==> src/rtl/seq_det_scheduler_pkg.sv <==
// Shared types and constants for the round-robin detector scheduler.
package seq_det_scheduler_pkg;

  // Scheduler FSM states.
  typedef enum logic [1:0] {
    IDLE  = 2'd0,
    CLEAR = 2'd1,
    SHIFT = 2'd2,
    DONE  = 2'd3
  } state_e;

  // The two 3-bit windows the detector reports as hits.
  localparam logic [2:0] PAT_A = 3'b101;
  localparam logic [2:0] PAT_B = 3'b110;

endpackage : seq_det_scheduler_pkg

==> src/rtl/seq_det_scheduler_if.sv <==
// Frame request / result handshake bundle between the sources, the scheduler and the result consumer.
interface seq_det_scheduler_if #(
  parameter int NUM_REQ = 4,
  parameter int FRAME_W = 8,
  parameter int CNT_W   = 4
);
  localparam int ID_W = (NUM_REQ > 1) ? $clog2(NUM_REQ) : 1;

  logic [NUM_REQ-1:0]         req_valid;
  logic [NUM_REQ*FRAME_W-1:0] req_data;
  logic [NUM_REQ-1:0]         req_ready;
  logic                       res_valid;
  logic [ID_W-1:0]            res_id;
  logic [CNT_W-1:0]           res_count;
  logic                       res_ready;

  // Frame sources plus result consumer.
  modport master (
    output req_valid, req_data, res_ready,
    input  req_ready, res_valid, res_id, res_count
  );

  // The scheduler.
  modport slave (
    input  req_valid, req_data, res_ready,
    output req_ready, res_valid, res_id, res_count
  );
endinterface : seq_det_scheduler_if

==> src/rtl/seq_det_scheduler_det.sv <==
// Serial 101/110 detector: 2-bit history, fill count, Mealy hit, synchronous clear.
module seq101_110_det
  import seq_det_scheduler_pkg::*;
(
  input  logic clk,
  input  logic rst_n,
  input  logic clr,
  input  logic din,
  output logic hit
);

  logic [1:0] r_hist;
  logic [1:0] r_fill;
  logic [2:0] w_win;

  // Mealy hit: only a full history plus the current bit forms a valid window.
  always_comb begin
    w_win = {r_hist, din};
    hit   = (r_fill == 2'd2) && ((w_win == PAT_A) || (w_win == PAT_B));
  end

  // History and fill; clear empties both so no window spans two frames.
  // NOTE: sequential state uses non-blocking assignments so every flop samples pre-edge values.
  always_ff @(posedge clk or negedge rst_n) begin
    if (!rst_n) begin
      r_hist <= '0;
      r_fill <= '0;
    end else if (clr) begin
      r_hist <= '0;
      r_fill <= '0;
    end else begin
      r_hist <= {r_hist[0], din};
      if (r_fill != 2'd2) r_fill <= r_fill + 2'd1;
    end
  end

endmodule : seq101_110_det

==> src/rtl/seq_det_scheduler.sv <==
// Round-robin scheduler sharing one 101/110 detector among NUM_REQ frame sources.
module seq_det_scheduler
  import seq_det_scheduler_pkg::*;
#(
  parameter int NUM_REQ = 4,
  parameter int FRAME_W = 8,
  parameter int CNT_W   = 4
) (
  input  logic                clk,
  input  logic                rst_n,
  seq_det_scheduler_if.slave  bus,
  output logic                busy
);

  localparam int ID_W = (NUM_REQ > 1) ? $clog2(NUM_REQ) : 1;
  localparam int BC_W = (FRAME_W > 1) ? $clog2(FRAME_W) : 1;
  localparam logic [BC_W-1:0]  LAST_BIT = BC_W'(FRAME_W - 1);
  localparam logic [ID_W-1:0]  LAST_ID  = ID_W'(NUM_REQ - 1);
  localparam logic [CNT_W-1:0] CNT_MAX  = '1;

  state_e             r_state, w_next;
  logic [ID_W-1:0]    r_last_grant, r_grant_id, w_grant;
  logic               w_found;
  logic [FRAME_W-1:0] r_shift;
  logic [BC_W-1:0]    r_bit_cnt;
  logic [CNT_W-1:0]   r_count;
  logic               w_det_clr, w_hit;
  logic [FRAME_W-1:0] w_frames [NUM_REQ];

  for (genvar gi = 0; gi < NUM_REQ; gi++) begin : g_frames
    assign w_frames[gi] = bus.req_data[gi*FRAME_W +: FRAME_W];
  end

  // Round-robin search: first valid requester after the last grant, wrapping.
  always_comb begin
    int idx;
    idx     = 0;
    w_grant = '0;
    w_found = 1'b0;
    for (int k = 1; k <= NUM_REQ; k++) begin
      idx = (int'(r_last_grant) + k) % NUM_REQ;
      if (!w_found && bus.req_valid[ID_W'(idx)]) begin
        w_grant = ID_W'(idx);
        w_found = 1'b1;
      end
    end
  end

  // FSM state register.
  always_ff @(posedge clk or negedge rst_n) begin
    if (!rst_n) r_state <= IDLE;
    else        r_state <= w_next;
  end

  // FSM next-state logic.
  // NOTE: every combinational output gets a default first, so no path leaves it unassigned and no latch is inferred.
  always_comb begin
    w_next = r_state;
    case (r_state)
      IDLE:    if (w_found) w_next = CLEAR;
      CLEAR:   w_next = SHIFT;
      SHIFT:   if (r_bit_cnt == LAST_BIT) w_next = DONE;
      DONE:    if (bus.res_ready) w_next = IDLE;
      default: w_next = IDLE;
    endcase
  end

  // FSM outputs; the grant strobe is withheld while reset is asserted since nothing can be captured then.
  always_comb begin
    bus.req_ready = '0;
    bus.res_valid = 1'b0;
    w_det_clr     = 1'b0;
    busy          = (r_state != IDLE);
    case (r_state)
      IDLE:    if (w_found && rst_n) bus.req_ready[w_grant] = 1'b1;
      CLEAR:   w_det_clr = 1'b1;
      DONE:    bus.res_valid = 1'b1;
      default: ;
    endcase
  end

  assign bus.res_id    = r_grant_id;
  assign bus.res_count = r_count;

  // Datapath: frame capture, MSB-first shifting, bit counter, saturating hit count, arbiter pointer.
  always_ff @(posedge clk or negedge rst_n) begin
    if (!rst_n) begin
      r_last_grant <= LAST_ID;
      r_grant_id   <= '0;
      r_shift      <= '0;
      r_bit_cnt    <= '0;
      r_count      <= '0;
    end else begin
      case (r_state)
        IDLE: if (w_found) begin
          r_shift    <= w_frames[w_grant];
          r_grant_id <= w_grant;
          r_count    <= '0;
          r_bit_cnt  <= '0;
        end
        SHIFT: begin
          r_shift   <= {r_shift[FRAME_W-2:0], 1'b0};
          r_bit_cnt <= r_bit_cnt + 1'b1;
          if (w_hit && (r_count != CNT_MAX)) r_count <= r_count + 1'b1;
        end
        DONE: if (bus.res_ready) r_last_grant <= r_grant_id;
        default: ;
      endcase
    end
  end

  // The shared detector sees the current MSB every cycle; hits only count in SHIFT.
  seq101_110_det u_det (
    .clk   (clk),
    .rst_n (rst_n),
    .clr   (w_det_clr),
    .din   (r_shift[FRAME_W-1]),
    .hit   (w_hit)
  );

endmodule : seq_det_scheduler
==> src/flat_wrapper.sv <==
// flat-port wrapper written by rule: the top's interface ports become plain ports
module seq_det_scheduler_flat import seq_det_scheduler_pkg::*;
#(
  parameter int NUM_REQ = 4,
  parameter int FRAME_W = 8,
  parameter int CNT_W   = 4
)
  (clk, rst_n, busy, bus_req_valid, bus_req_data, bus_res_ready, bus_req_ready, bus_res_valid, bus_res_id, bus_res_count);
  seq_det_scheduler_if #(.NUM_REQ(NUM_REQ), .FRAME_W(FRAME_W), .CNT_W(CNT_W)) bus_i ();
  input  logic clk;
  input  logic rst_n;
  output logic busy;
  input wire logic [$bits(bus_i.req_valid)-1:0] bus_req_valid;
  input wire logic [$bits(bus_i.req_data)-1:0] bus_req_data;
  input wire logic [$bits(bus_i.res_ready)-1:0] bus_res_ready;
  output wire logic [$bits(bus_i.req_ready)-1:0] bus_req_ready;
  output wire logic [$bits(bus_i.res_valid)-1:0] bus_res_valid;
  output wire logic [$bits(bus_i.res_id)-1:0] bus_res_id;
  output wire logic [$bits(bus_i.res_count)-1:0] bus_res_count;
  assign bus_i.req_valid = bus_req_valid;
  assign bus_i.req_data = bus_req_data;
  assign bus_i.res_ready = bus_res_ready;
  assign bus_req_ready = bus_i.req_ready;
  assign bus_res_valid = bus_i.res_valid;
  assign bus_res_id = bus_i.res_id;
  assign bus_res_count = bus_i.res_count;
  seq_det_scheduler #(.NUM_REQ(NUM_REQ), .FRAME_W(FRAME_W), .CNT_W(CNT_W)) u_core (.clk(clk), .rst_n(rst_n), .bus(bus_i), .busy(busy));
endmodule
==> config.mk <==
export PLATFORM = sky130hd
export DESIGN_NAME = seq_det_scheduler_flat
export DESIGN_NICKNAME = d
export VERILOG_FILES = /design/src/rtl/seq_det_scheduler_pkg.sv /design/src/rtl/seq_det_scheduler_if.sv /design/src/rtl/seq_det_scheduler_det.sv /design/src/rtl/seq_det_scheduler.sv /design/src/flat_wrapper.sv
export SDC_FILE = /design/constraint.sdc
export NUM_CORES = 1
export LEC_CHECK = 0
export CAP_MARGIN = 25
export CORE_MARGIN = 10
export CORE_UTILIZATION = 42
export DETAILED_ROUTE_END_ITERATION = 8
export HOLD_SLACK_MARGIN = 0.03
export PLACE_DENSITY = 0.86
export SYNTH_ARGS = -nofsm -noshare
export SYNTH_HDL_FRONTEND = slang
export SYNTH_SLANG_ARGS = --single-unit
==> constraint.sdc <==
create_clock -name clk -period 2 [get_ports clk]
set_input_delay 0.3 -clock clk [delete_from_list [all_inputs] [get_ports clk]]
set_output_delay 0.3 -clock clk [all_outputs]
set_load 0.02 [all_outputs]
==> results of run 1 <==
-- final timing paths --
path	startpoint	end	slack (ps)	depth (start not counted)
max reg2reg	u_core.r_last_grant[0]	u_core.r_shift[7]	-30	7
max in group asynchronous	rst_n	u_core.u_det.r_hist[0]	1300	2
min	rst_n	u_core.r_bit_cnt[0]	480	2
max	u_core.r_last_grant[0]	bus_req_ready[2]	-40	7
min reg2reg	u_core.r_shift[0]	u_core.r_shift[0]	510	1
min in group clk	u_core.r_shift[0]	u_core.r_shift[0]	510	1
-- metrics by stage --
stage                     setup TNS, ps  power (mW)  hold slack, ps  setup slack, ps  area (um2)
after floorplan                   -89.2        2.36            4.41            -53.9        1730
after global placement            -7790        3.08             476             -627        2460
after detailed placement          -8720        3.17             482             -728        2460
after CTS                          -264        3.65             463            -94.1        2580
after global routing               -478        3.98             511             -126        2610
final                              -111        3.69             479            -38.1        2610
-- power by group through the flow --
stage          clock [mW]  sequential, mW  combinational [mW]
2_1_floorplan           0           0.962                1.40
3_3_place_gp            0           0.940                2.14
3_5_place_dp            0           0.957                2.21
4_1_cts             0.312           0.951                2.39
5_1_grt             0.335           0.985                2.65
6_report            0.315           0.956                2.42
-- cell type report --
type / count / area share, %
Clock buffer: 3 / 1.59
Clock inverter: 1 / 0.192
Inverter: 12 / 1.73
Multi-Input combinational cell: 134 / 39.3
Sequential cell: 25 / 24.1
Tap cell: 50 / 2.40
Timing Repair Buffer: 84 / 30.6
-- cells in the mapped netlist (all sizes together) (6+ instances only) --
| library cell | count | share of area, % |
|---|---|---|
| nor2b | 6 | 2.2 |
| o21ai | 8 | 2.4 |
| inv | 12 | 2.7 |
| a21oi | 17 | 5.0 |
| nor2 | 11 | 2.9 |
| o311a | 6 | 3.6 |
| dfrtp | 23 | 34 |
| a22oi | 7 | 3.1 |
| nand2 | 12 | 3.6 |
| ha | 8 | 5.9 |
| a31oi | 12 | 4.4 |
-- cells by family (layout without fill, tap and decap cells) --
| kind of cell | count (synthesis) | count (layout) | synth area share (%) |
|---|---|---|---|
| buffers and inverters | 19 | 100 | 5.85 |
| multiplexers | 10 | 10 | 7.03 |
| flip-flops | 25 | 25 | 37.2 |
| AND/OR/NAND/NOR | 52 | 52 | 17.4 |
| adder cells (fa/ha/maj) | 8 | 8 | 5.92 |
| XOR/XNOR | 4 | 4 | 2.07 |
| AO/OA/AOI/OAI | 60 | 60 | 24.6 |
-- flip-flops by register name, indices dropped and copies added, names as in the netlist --
| signal | cells |
|---|---|
| u_core.bus.res_count | 4 |
| u_core.r_state | 2 |
| u_core.u_det.r_hist | 2 |
| u_core.bus.res_id | 2 |
| u_core.r_last_grant | 2 |
| u_core.r_shift | 8 |
| u_core.r_bit_cnt | 3 |
| u_core.u_det.r_fill | 2 |
-- layout by cell type, fill, tap and decap left out, types with 2 or more instances in the layout --
| master | instances |
|---|---|
| inv_1 | 12 |
| dfstp_2 | 2 |
| nand2_1 | 10 |
| clkdlybuf4s50_1 | 41 |
| nor2_1 | 8 |
| o21ai_0 | 6 |
| clkbuf_2 | 2 |
| dfrtp_1 | 23 |
| a22oi_1 | 7 |
| o21ai_1 | 2 |
| nor2_4 | 3 |
| buf_6 | 7 |
| buf_4 | 28 |
| nor2b_1 | 6 |
| mux2_2 | 3 |
| nand2b_1 | 4 |
| mux2i_1 | 4 |
| ha_1 | 8 |
| nor3_1 | 2 |
| a21boi_2 | 2 |
| xor2_1 | 2 |
| clkbuf_8 | 3 |
| mux2_1 | 2 |
| o311a_1 | 6 |
| nand3_1 | 4 |
| a21oi_1 | 16 |
| a32oi_1 | 2 |
| dlygate4sd2_1 | 3 |
| a31oi_1 | 12 |
| xnor2_1 | 2 |
-- metal layers --
metal,wire (um),vias to the layer above
li1,-,819
met1,2000,793
met2,2470,52
met3,386,6
met4,64,0
met5,0,-
-- what timing repair did --
action	in CTS	in global routing
setup buffers	3	1
pin swaps	5	3
cloned	1	0
gates resized for setup	36	12
endpoints found under the setup margin	18	15
==> out/metrics.csv, run 1 <==
stage,metric,value,unit
clock_tree,clock buffer depth,2,
logic_synthesis,sequential fraction of the synthesis area,37.2,%
sta,max-slew violations,0,
power,Logic pwr share,65.5,%
cells_and_area,# fillers,305,
die,die area,6960,um2
logic_synthesis,Synth Cell Area,1690,um2
global_routing,met2 GRT Util,24.3,%
clock_tree,CTS tree,done,
cells_and_area,# nets final,307,
placed_design,placed instance count,300,
cells_and_area,synth-to-layout area growth,54.1,%
logic_synthesis,syn_nets,225,
global_routing,met3 Usage GRT,4.49,%
critical_path,"Critical Path, Cell by Cell",buf_6 -> nor3b_4 -> a311oi_4 -> nand4_1 -> buf_4 -> nor2_4 -> buf_6,
clock_tree,Num Clock Sinks,25,
outcome,failing checks,negative setup slack,
logic_synthesis,ys flop type,dfrtp_1,
detailed_routing,first-pass detailed-route iteration total,6,
sta,slew at the pin with the worst max-slew slack,351,ps
logic_synthesis,#FFs+latches synth,25,
power,switching power,1.54,mW
sta,Final period util,102,%
placed_design,detailed-placement wirelength estimate,3850,um
global_routing,first-pass GRT wire length,8220,um
global_routing,met1 GRT Util,15.1,%
global_routing,vias in the first global route,1740,
logic_synthesis,"EDFF count, synth",0,
power,Int Pwr,2.15,mW
die,chip height,83.4,um
sta,min cycle time layout,2040,ps
cells_and_area,Multi-input gate area,1020,um2
cells_and_area,diode count,0,
logic_synthesis,post-synthesis area per instance,9.50,um2
sta,Slew HR,76.5,%
critical_path,crit-path most repeated cell,buf_6,
detailed_routing,vias per cell,5.40,
die,starting density of the core,42.9,%
detailed_routing,post-route ant nets,0,
detailed_routing,routed vias,1670,
sta,Hold Fails Final Rpt,0,
global_routing,largest net degree at the start of global routing,18,
clock_tree,htree depth,1,
clock_tree,CTS Root Cell,clkbuf_8,
critical_path,max incr delay on CP,580,ps
logic_synthesis,Post-Syn Instances,178,
die,# IOs,51,
sta,final setup vio count,4,
detailed_routing,Avg WL per Cell,15.9,um
power,Pleak,1.16,nW
power,Power Dens Cells,1420,nW/um2
critical_path,"Slowest-stage cell, CP",dfstp_2,
cells_and_area,layout cell share with drive strength beyond 1,25.1,%
critical_path,crit path kind,reg2out,
critical_path,"Buf+Inv Stages, Crit Path",3,
critical_path,family with the most delay on the worst path,flip-flops,
die,CORE AREA,3940,um2
logic_synthesis,"Distinct cells, synth",47,
global_routing,gr ovfl total,0,
clock_tree,"Clk Latency, worst-skew pair",280,ps
sta,Setup Skew,4.28,ps
flow_run,maxcap violations,0,
clock_tree,hold buffer count at CTS,0,
critical_path,CP max FO,4,
die,row count,23,
logic_synthesis,Post-synth ARST share,100,%
clock_tree,Inserted Clock Buffers,3,
placed_design,RD Place Congestion,0.779,
detailed_routing,# DRC,0,
cells_and_area,share of the core filled with cells,66.1,%
outcome,status,"complete, but fails checks",
power,Clk pwr share,8.6,%
detailed_routing,Initial DRC Count,54,
power,Flop pwr share,25.9,%
critical_path,CP endpoint kind,output pin,
cells_and_area,Register Area,628,um2
global_routing,GRT Max-Usage Layer,met2,
detailed_routing,Total Routed Length,4920,um
sta,unrepaired setup endpoints after global routing,true,
logic_synthesis,yosys warns,0,
global_routing,initial antenna violation count,0,
critical_path,Startpoint Class,flip-flop,
critical_path,Worst EP arrival,1740,ps
die,die width,83.4,um
clock_tree,clock transition at the registers of the reported paths,90,ps
placed_design,port bufs,50,
sta,setup ws final,-38.1,ps
power,Max VDD drop,0.666,mV
sta,Fmax,491,MHz
global_routing,total track usage,13.6,%
hold_path,worst hold path class,in2async,
cells_and_area,Post-Layout Cell Count,309,
power,Switching Share,41.7,%
critical_path,required time of the critical path,1700,ps
Note: power is estimated with default switching activity, not from simulation.
==> inputs of run 2 (changes only) <==
--- a/config.mk
+++ b/config.mk
@@ -8,9 +8,11 @@
 export CAP_MARGIN = 25
 export CORE_MARGIN = 10
 export CORE_UTILIZATION = 42
+export CTS_CLUSTER_DIAMETER = 60
 export DETAILED_ROUTE_END_ITERATION = 8
 export HOLD_SLACK_MARGIN = 0.03
 export PLACE_DENSITY = 0.86
+export REMOVE_ABC_BUFFERS = 1
 export SYNTH_ARGS = -nofsm -noshare
 export SYNTH_HDL_FRONTEND = slang
 export SYNTH_SLANG_ARGS = --single-unit
==> out/metrics.csv, run 2 (same netlist as run 1, synthesis figures left out) <==
stage,metric,value,unit,change
outcome,status,"complete, but fails checks",,
outcome,failing checks,negative setup slack,,
die,chip height,83.4,um,unchanged
cells_and_area,max reg flops,8,,unchanged
detailed_routing,Avg WL per Cell,16.5,um,+3.7%
sta,slew at the pin with the worst max-slew slack,300,ps,-51.3 ps
die,# IOs,51,,unchanged
placed_design,Post-DP Area,2380,um2,-3.2%
power,Power Dens Cells,1420,nW/um2,+0.62%
sta,Setup Skew,6.08,ps,+1.80 ps
critical_path,r2r startpoint,u_core.r_last_grant[0],,
cells_and_area,share of the core filled with cells,64.4,%,-1.7 points
flow_run,maxcap violations,0,,unchanged
critical_path,"Buf+Inv Stages, Crit Path",2,,-1
sta,max-slew violations,0,,unchanged
die,CORE AREA,3940,um2,unchanged
cells_and_area,diode count,0,,unchanged
die,row count,23,,unchanged
clock_tree,htree depth,1,,unchanged
clock_tree,"Clk Latency, worst-skew pair",270,ps,about the same
sta,Fmax,489,MHz,-0.28%
placed_design,detailed-placement wirelength estimate,3820,um,-0.84%
global_routing,initial antenna violation count,0,,unchanged
critical_path,max incr delay on CP,390,ps,-190 ps
global_routing,gr ovfl total,0,,unchanged
critical_path,Worst EP arrival,1740,ps,about the same
cells_and_area,most frequent cells in the layout,"clkdlybuf4s50_1, buf_4, dfrtp_1, a21oi_1",,
global_routing,first-pass GRT wire length,8070,um,-1.8%
sta,Slew HR,79.8,%,+3.3 points
sta,unrepaired setup endpoints after global routing,true,,
critical_path,"Critical Path, Cell by Cell",nand2b_4 -> buf_6 -> a311oi_4 -> nand4_1 -> nor2_1 -> buf_4,,
cells_and_area,Biggest register,u_core.r_shift,,
power,Clk pwr share,8.4,%,-0.2 points
sta,setup ws final,-43.9,ps,-5.72 ps
sta,min cycle time layout,2040,ps,+5.72 ps
cells_and_area,"most common cell after layout, fill and taps aside",clkdlybuf4s50_1,,
clock_tree,hold buffer count at CTS,0,,unchanged
clock_tree,CTS tree,done,,
critical_path,family with the most delay on the worst path,simple AND/OR/NAND/NOR gates,,
power,Switching Share,42.5,%,+0.78 points
die,die area,6960,um2,unchanged
die,starting density of the core,42.9,%,unchanged
detailed_routing,Total Routed Length,5060,um,+2.7%
clock_tree,CTS Root Cell,clkbuf_8,,
sta,WHS,515,ps,+36.2 ps
critical_path,crit path launch,u_core.r_last_grant[0],,
critical_path,CP endpoint kind,output pin,,
detailed_routing,first-pass detailed-route iteration total,5,,-1
power,Int Pwr,2.08,mW,-3.2%
sta,Hold Fails Final Rpt,0,,unchanged
cells_and_area,design area,2540,um2,-2.5%
critical_path,Startpoint Class,flip-flop,,
sta,Final period util,102,%,+0.29 points
placed_design,RD Place Congestion,0.804,,+3.2%
cells_and_area,# nets final,304,,-0.98%
critical_path,required time of the critical path,1700,ps,about the same
sta,final setup vio count,2,,-2
hold_path,worst hold path class,reg2reg,,
clock_tree,clock transition at the registers of the reported paths,90,ps,about the same
cells_and_area,synth-to-layout area growth,50.3,%,
global_routing,vias in the first global route,1741,,+0.057%
clock_tree,clock buffer depth,2,,unchanged
clock_tree,Inserted Clock Buffers,3,,unchanged
detailed_routing,# DRC,0,,unchanged
die,die width,83.4,um,unchanged
hold_path,hold path startpoint,u_core.r_shift[0],,
detailed_routing,routed vias,1674,,+0.24%
power,switching power,1.54,mW,about the same
global_routing,largest net degree at the start of global routing,26,,+8
power,Pleak,1.13,nW,-2.4%
global_routing,total track usage,13.4,%,-0.20 points
critical_path,crit path kind,reg2out,,
detailed_routing,vias per cell,5.47,,+1.2%
detailed_routing,post-route ant nets,0,,unchanged
cells_and_area,layout cell share with drive strength beyond 1,22.7,%,-2.4 points
critical_path,"Slowest-stage cell, CP",dfstp_2,,
sta,setup_tns,-73.1,ps,+38.1 ps
power,Max VDD drop,0.711,mV,+6.7%
power,Logic pwr share,64.9,%,-0.6 points
power,"Power, Total",3.62,mW,-1.9%
detailed_routing,Initial DRC Count,78,,+44%
power,Flop pwr share,26.6,%,+0.7 points
placed_design,port bufs,50,,unchanged
clock_tree,Num Clock Sinks,25,,unchanged
critical_path,CP max FO,3,,-1
==> run 2: cell types whose count changed in the layout (fill, tap and decap cells not counted), sizes merged <==
cell / before / now
clkbuf: 5 / 3
dlygate4sd2: 3 / 5
buf: 38 / 35
==> run 2: per-layer routing <==
metal / GRT usage (%) / vias up / routed length [um]
met4: 5.18 / 0 / 94
met2: 24.0 / 51 / 2610
met3: 2.64 / 9 / 273
met1: 15.3 / 801 / 2070
li1: - / 813 / -
met5: 0 / - / 0
==> run 2: path summary, 6_finish.rpt <==
kind	cells after the start	to	slack (ps)
setup / recovery	6	bus_req_ready[2]	-40
hold / removal	1	u_core.r_shift[0]	520
setup reg to reg	7	u_core.r_shift[7]	90
hold reg to reg	1	u_core.r_shift[0]	520
max in group asynchronous	2	u_core.r_last_grant[1]	1170
min in group asynchronous	2	u_core.bus.res_count[3]	530
==> run 2: timing repair <==
action	in CTS	in global routing
endpoints found under the setup margin	17	9
gates resized for setup	29	12
pin swaps	5	1
hold endpoints to repair	0	0
buffers inserted	2	7
==> run 2: stage by stage <==
| stage | setup slack (ps) | instances |
|---|---|---|
| finish | -43.9 | 306 |
| global route | -114 | 306 |
| CTS | -6.36 | 299 |
| detailed placement | -584 | 293 |
| global placement | -507 | 293 |
| floorplan | -143 | 171 |
==> run 2: area by class of cell <==
type                       count  area, um2
tap                           50       62.6
fill                         328       1400
clock inverter                 1       5.00
clock buffer                   3       41.3
multi-input combinational    134       1010
sequential                    25        628
inverter                      12       45.0
timing repair buffer          81        746
==> run 2: power by group through the flow <==
stage               combinational [mW]  sequential [mW]  clock, mW
CTS                               2.18            0.958      0.304
floorplan                         1.26            0.973          0
global placement                  2.05            0.947          0
detailed placement                2.13            0.962          0
finish                            2.35            0.963      0.306
global route                      2.58            0.995      0.326
==> inputs of run 3 (changes only) <==
--- a/config.mk
+++ b/config.mk
@@ -13,6 +13,7 @@
 export HOLD_SLACK_MARGIN = 0.03
 export PLACE_DENSITY = 0.86
 export REMOVE_ABC_BUFFERS = 1
+export SLEW_MARGIN = 20
 export SYNTH_ARGS = -nofsm -noshare
 export SYNTH_HDL_FRONTEND = slang
 export SYNTH_SLANG_ARGS = --single-unit
==> constraint.sdc (replaced) <==
create_clock -name clk -period 2 [get_ports clk]
set_input_delay 0.3 -clock clk [delete_from_list [all_inputs] [get_ports clk]]
set_output_delay 0.3 -clock clk [all_outputs]
set_load 0.1 [all_outputs]
==> out/metrics.csv, run 3 (same netlist as run 1, synthesis figures left out) <==
stage,metric,value,unit,change
outcome,status,"complete, but fails checks",,
outcome,failing checks,negative setup slack,,
critical_path,Startpoint Class,flip-flop,,
global_routing,largest net degree at the start of global routing,26,,unchanged
detailed_routing,post-route ant nets,0,,unchanged
power,Max VDD drop,0.662,mV,-7.0%
global_routing,initial antenna violation count,0,,unchanged
global_routing,gr ovfl total,0,,unchanged
sta,min cycle time layout,2130,ps,+86.1 ps
critical_path,required time of the critical path,1700,ps,about the same
die,chip height,83.4,um,unchanged
sta,Fmax,469,MHz,-4.0%
detailed_routing,Total Routed Length,5240,um,+3.7%
global_routing,first-pass GRT wire length,8690,um,+7.7%
die,die width,83.4,um,unchanged
cells_and_area,synth-to-layout area growth,53.4,%,
critical_path,CP max FO,5,,+2
detailed_routing,first-pass detailed-route iteration total,4,,-1
detailed_routing,Initial DRC Count,142,,+82%
die,starting density of the core,42.9,%,unchanged
sta,slew at the pin with the worst max-slew slack,333,ps,+32.9 ps
critical_path,CP endpoint kind,output pin,,
placed_design,port bufs,50,,unchanged
sta,Setup Skew,1.68,ps,-4.41 ps
detailed_routing,# DRC,0,,unchanged
hold_path,hold path startpoint,u_core.r_shift[0],,
cells_and_area,max reg flops,8,,unchanged
die,row count,23,,unchanged
flow_run,maxcap violations,0,,unchanged
die,die area,6960,um2,unchanged
clock_tree,Inserted Clock Buffers,3,,unchanged
critical_path,crit path launch,u_core.r_last_grant[0],,
placed_design,Place WS,-287,ps,+297 ps
sta,Hold Fails Final Rpt,0,,unchanged
global_routing,total track usage,14.5,%,+1.0 points
sta,setup_tns,-471,ps,-398 ps
cells_and_area,layout cell share with drive strength beyond 1,26.2,%,+3.5 points
die,CORE AREA,3940,um2,unchanged
detailed_routing,routed vias,1722,,+2.9%
sta,setup ws final,-130,ps,-86.1 ps
critical_path,Worst R2R Setup Slack,50,ps,-40 ps
detailed_routing,vias per cell,5.63,,+2.9%
cells_and_area,Biggest register,u_core.r_shift,,
clock_tree,hold buffer count at CTS,0,,unchanged
clock_tree,htree depth,1,,unchanged
power,Pleak,1.15,nW,+2.3%
power,"Power, Total",4.10,mW,+13%
die,# IOs,51,,unchanged
sta,unrepaired setup endpoints after global routing,true,,
sta,Final period util,106,%,+4.3 points
sta,Slew HR,77.8,%,-2.0 points
detailed_routing,Avg WL per Cell,17.1,um,+3.7%
cells_and_area,# nets final,304,,unchanged
sta,max-slew violations,0,,unchanged
cells_and_area,share of the core filled with cells,65.8,%,+1.4 points
clock_tree,clock buffer depth,2,,unchanged
clock_tree,clock transition at the registers of the reported paths,90,ps,about the same
clock_tree,Num Clock Sinks,25,,unchanged
power,Power Dens Cells,1580,nW/um2,+11%
placed_design,detailed-placement wirelength estimate,3910,um,+2.2%
critical_path,r2r startpoint,u_core.r_last_grant[0],,
hold_path,worst hold path class,reg2reg,,
cells_and_area,most frequent cells in the layout,"clkdlybuf4s50_1, buf_4, dfrtp_1, a21oi_1",,
sta,final setup vio count,4,,+2
clock_tree,CTS Root Cell,clkbuf_8,,
global_routing,vias in the first global route,1831,,+5.2%
critical_path,Worst EP arrival,1830,ps,+90 ps
critical_path,crit path kind,reg2out,,
cells_and_area,diode count,0,,unchanged
clock_tree,"Clk Latency, worst-skew pair",270,ps,about the same
placed_design,RD Place Congestion,0.823,,+2.4%
clock_tree,CTS tree,done,,
cells_and_area,# fillers,307,,-6.4%
## run 3: final cells by class
type / count / area, um2 / share of cell area, %
flip-flops and latches: 25 / 628 / 24.2
inverters: 12 / 45.0 / 1.74
well taps: 50 / 62.6 / 2.41
multi-input cells: 134 / 1020 / 39.3
repair buffers: 81 / 793 / 30.6
clock buffers: 4 / 45.0 / 1.74
## run 3: through the flow
| stage | cells | area (um2) | hold slack, ps |
|---|---|---|---|
| floorplan | 171 | 1640 | 4.41 |
| finish | 306 | 2590 | 510 |
| detailed placement | 297 | 2450 | 491 |
| global route | 306 | 2590 | 543 |
| global placement | 297 | 2450 | 475 |
| CTS | 306 | 2580 | 510 |
## run 3: layer usage
metal / GRT usage [%] / vias to the layer above / wire, um
met4: 6.24 / 0 / 76
met5: 0 / - / 0
li1: - / 813 / -
met2: 25.5 / 71 / 2670
met3: 2.34 / 10 / 339
met1: 16.8 / 828 / 2160
## run 3: critical path: stages, from the launching register on
cell	delay (ps)
dfstp_2	410
nand2b_4	170
a311oi_4	310
nand4_1	250
nor2_2	220
buf_12	200
## run 3: worst paths after layout
| path | endpoint | cells past startpoint |
|---|---|---|
| min reg2reg | u_core.r_shift[0] | 1 |
| min in group asynchronous | u_core.u_det.r_hist[1] | 2 |
| max reg2reg | u_core.r_shift[7] | 7 |
| max in group asynchronous | u_core.r_last_grant[0] | 2 |
| max | bus_req_ready[3] | 5 |
| min | u_core.r_shift[0] | 1 |
## run 3: power by group
part	switching [mW]	internal, mW
sequential	0.182	0.768
clock	0.161	0.142
combinational	1.65	1.19
total	2.00	2.11
## run 3: what timing repair did
item	in CTS	in global routing
setup endpoints to repair	6	5
buffers inserted	5	0
pin swaps	5	2
gates resized for setup	17	4
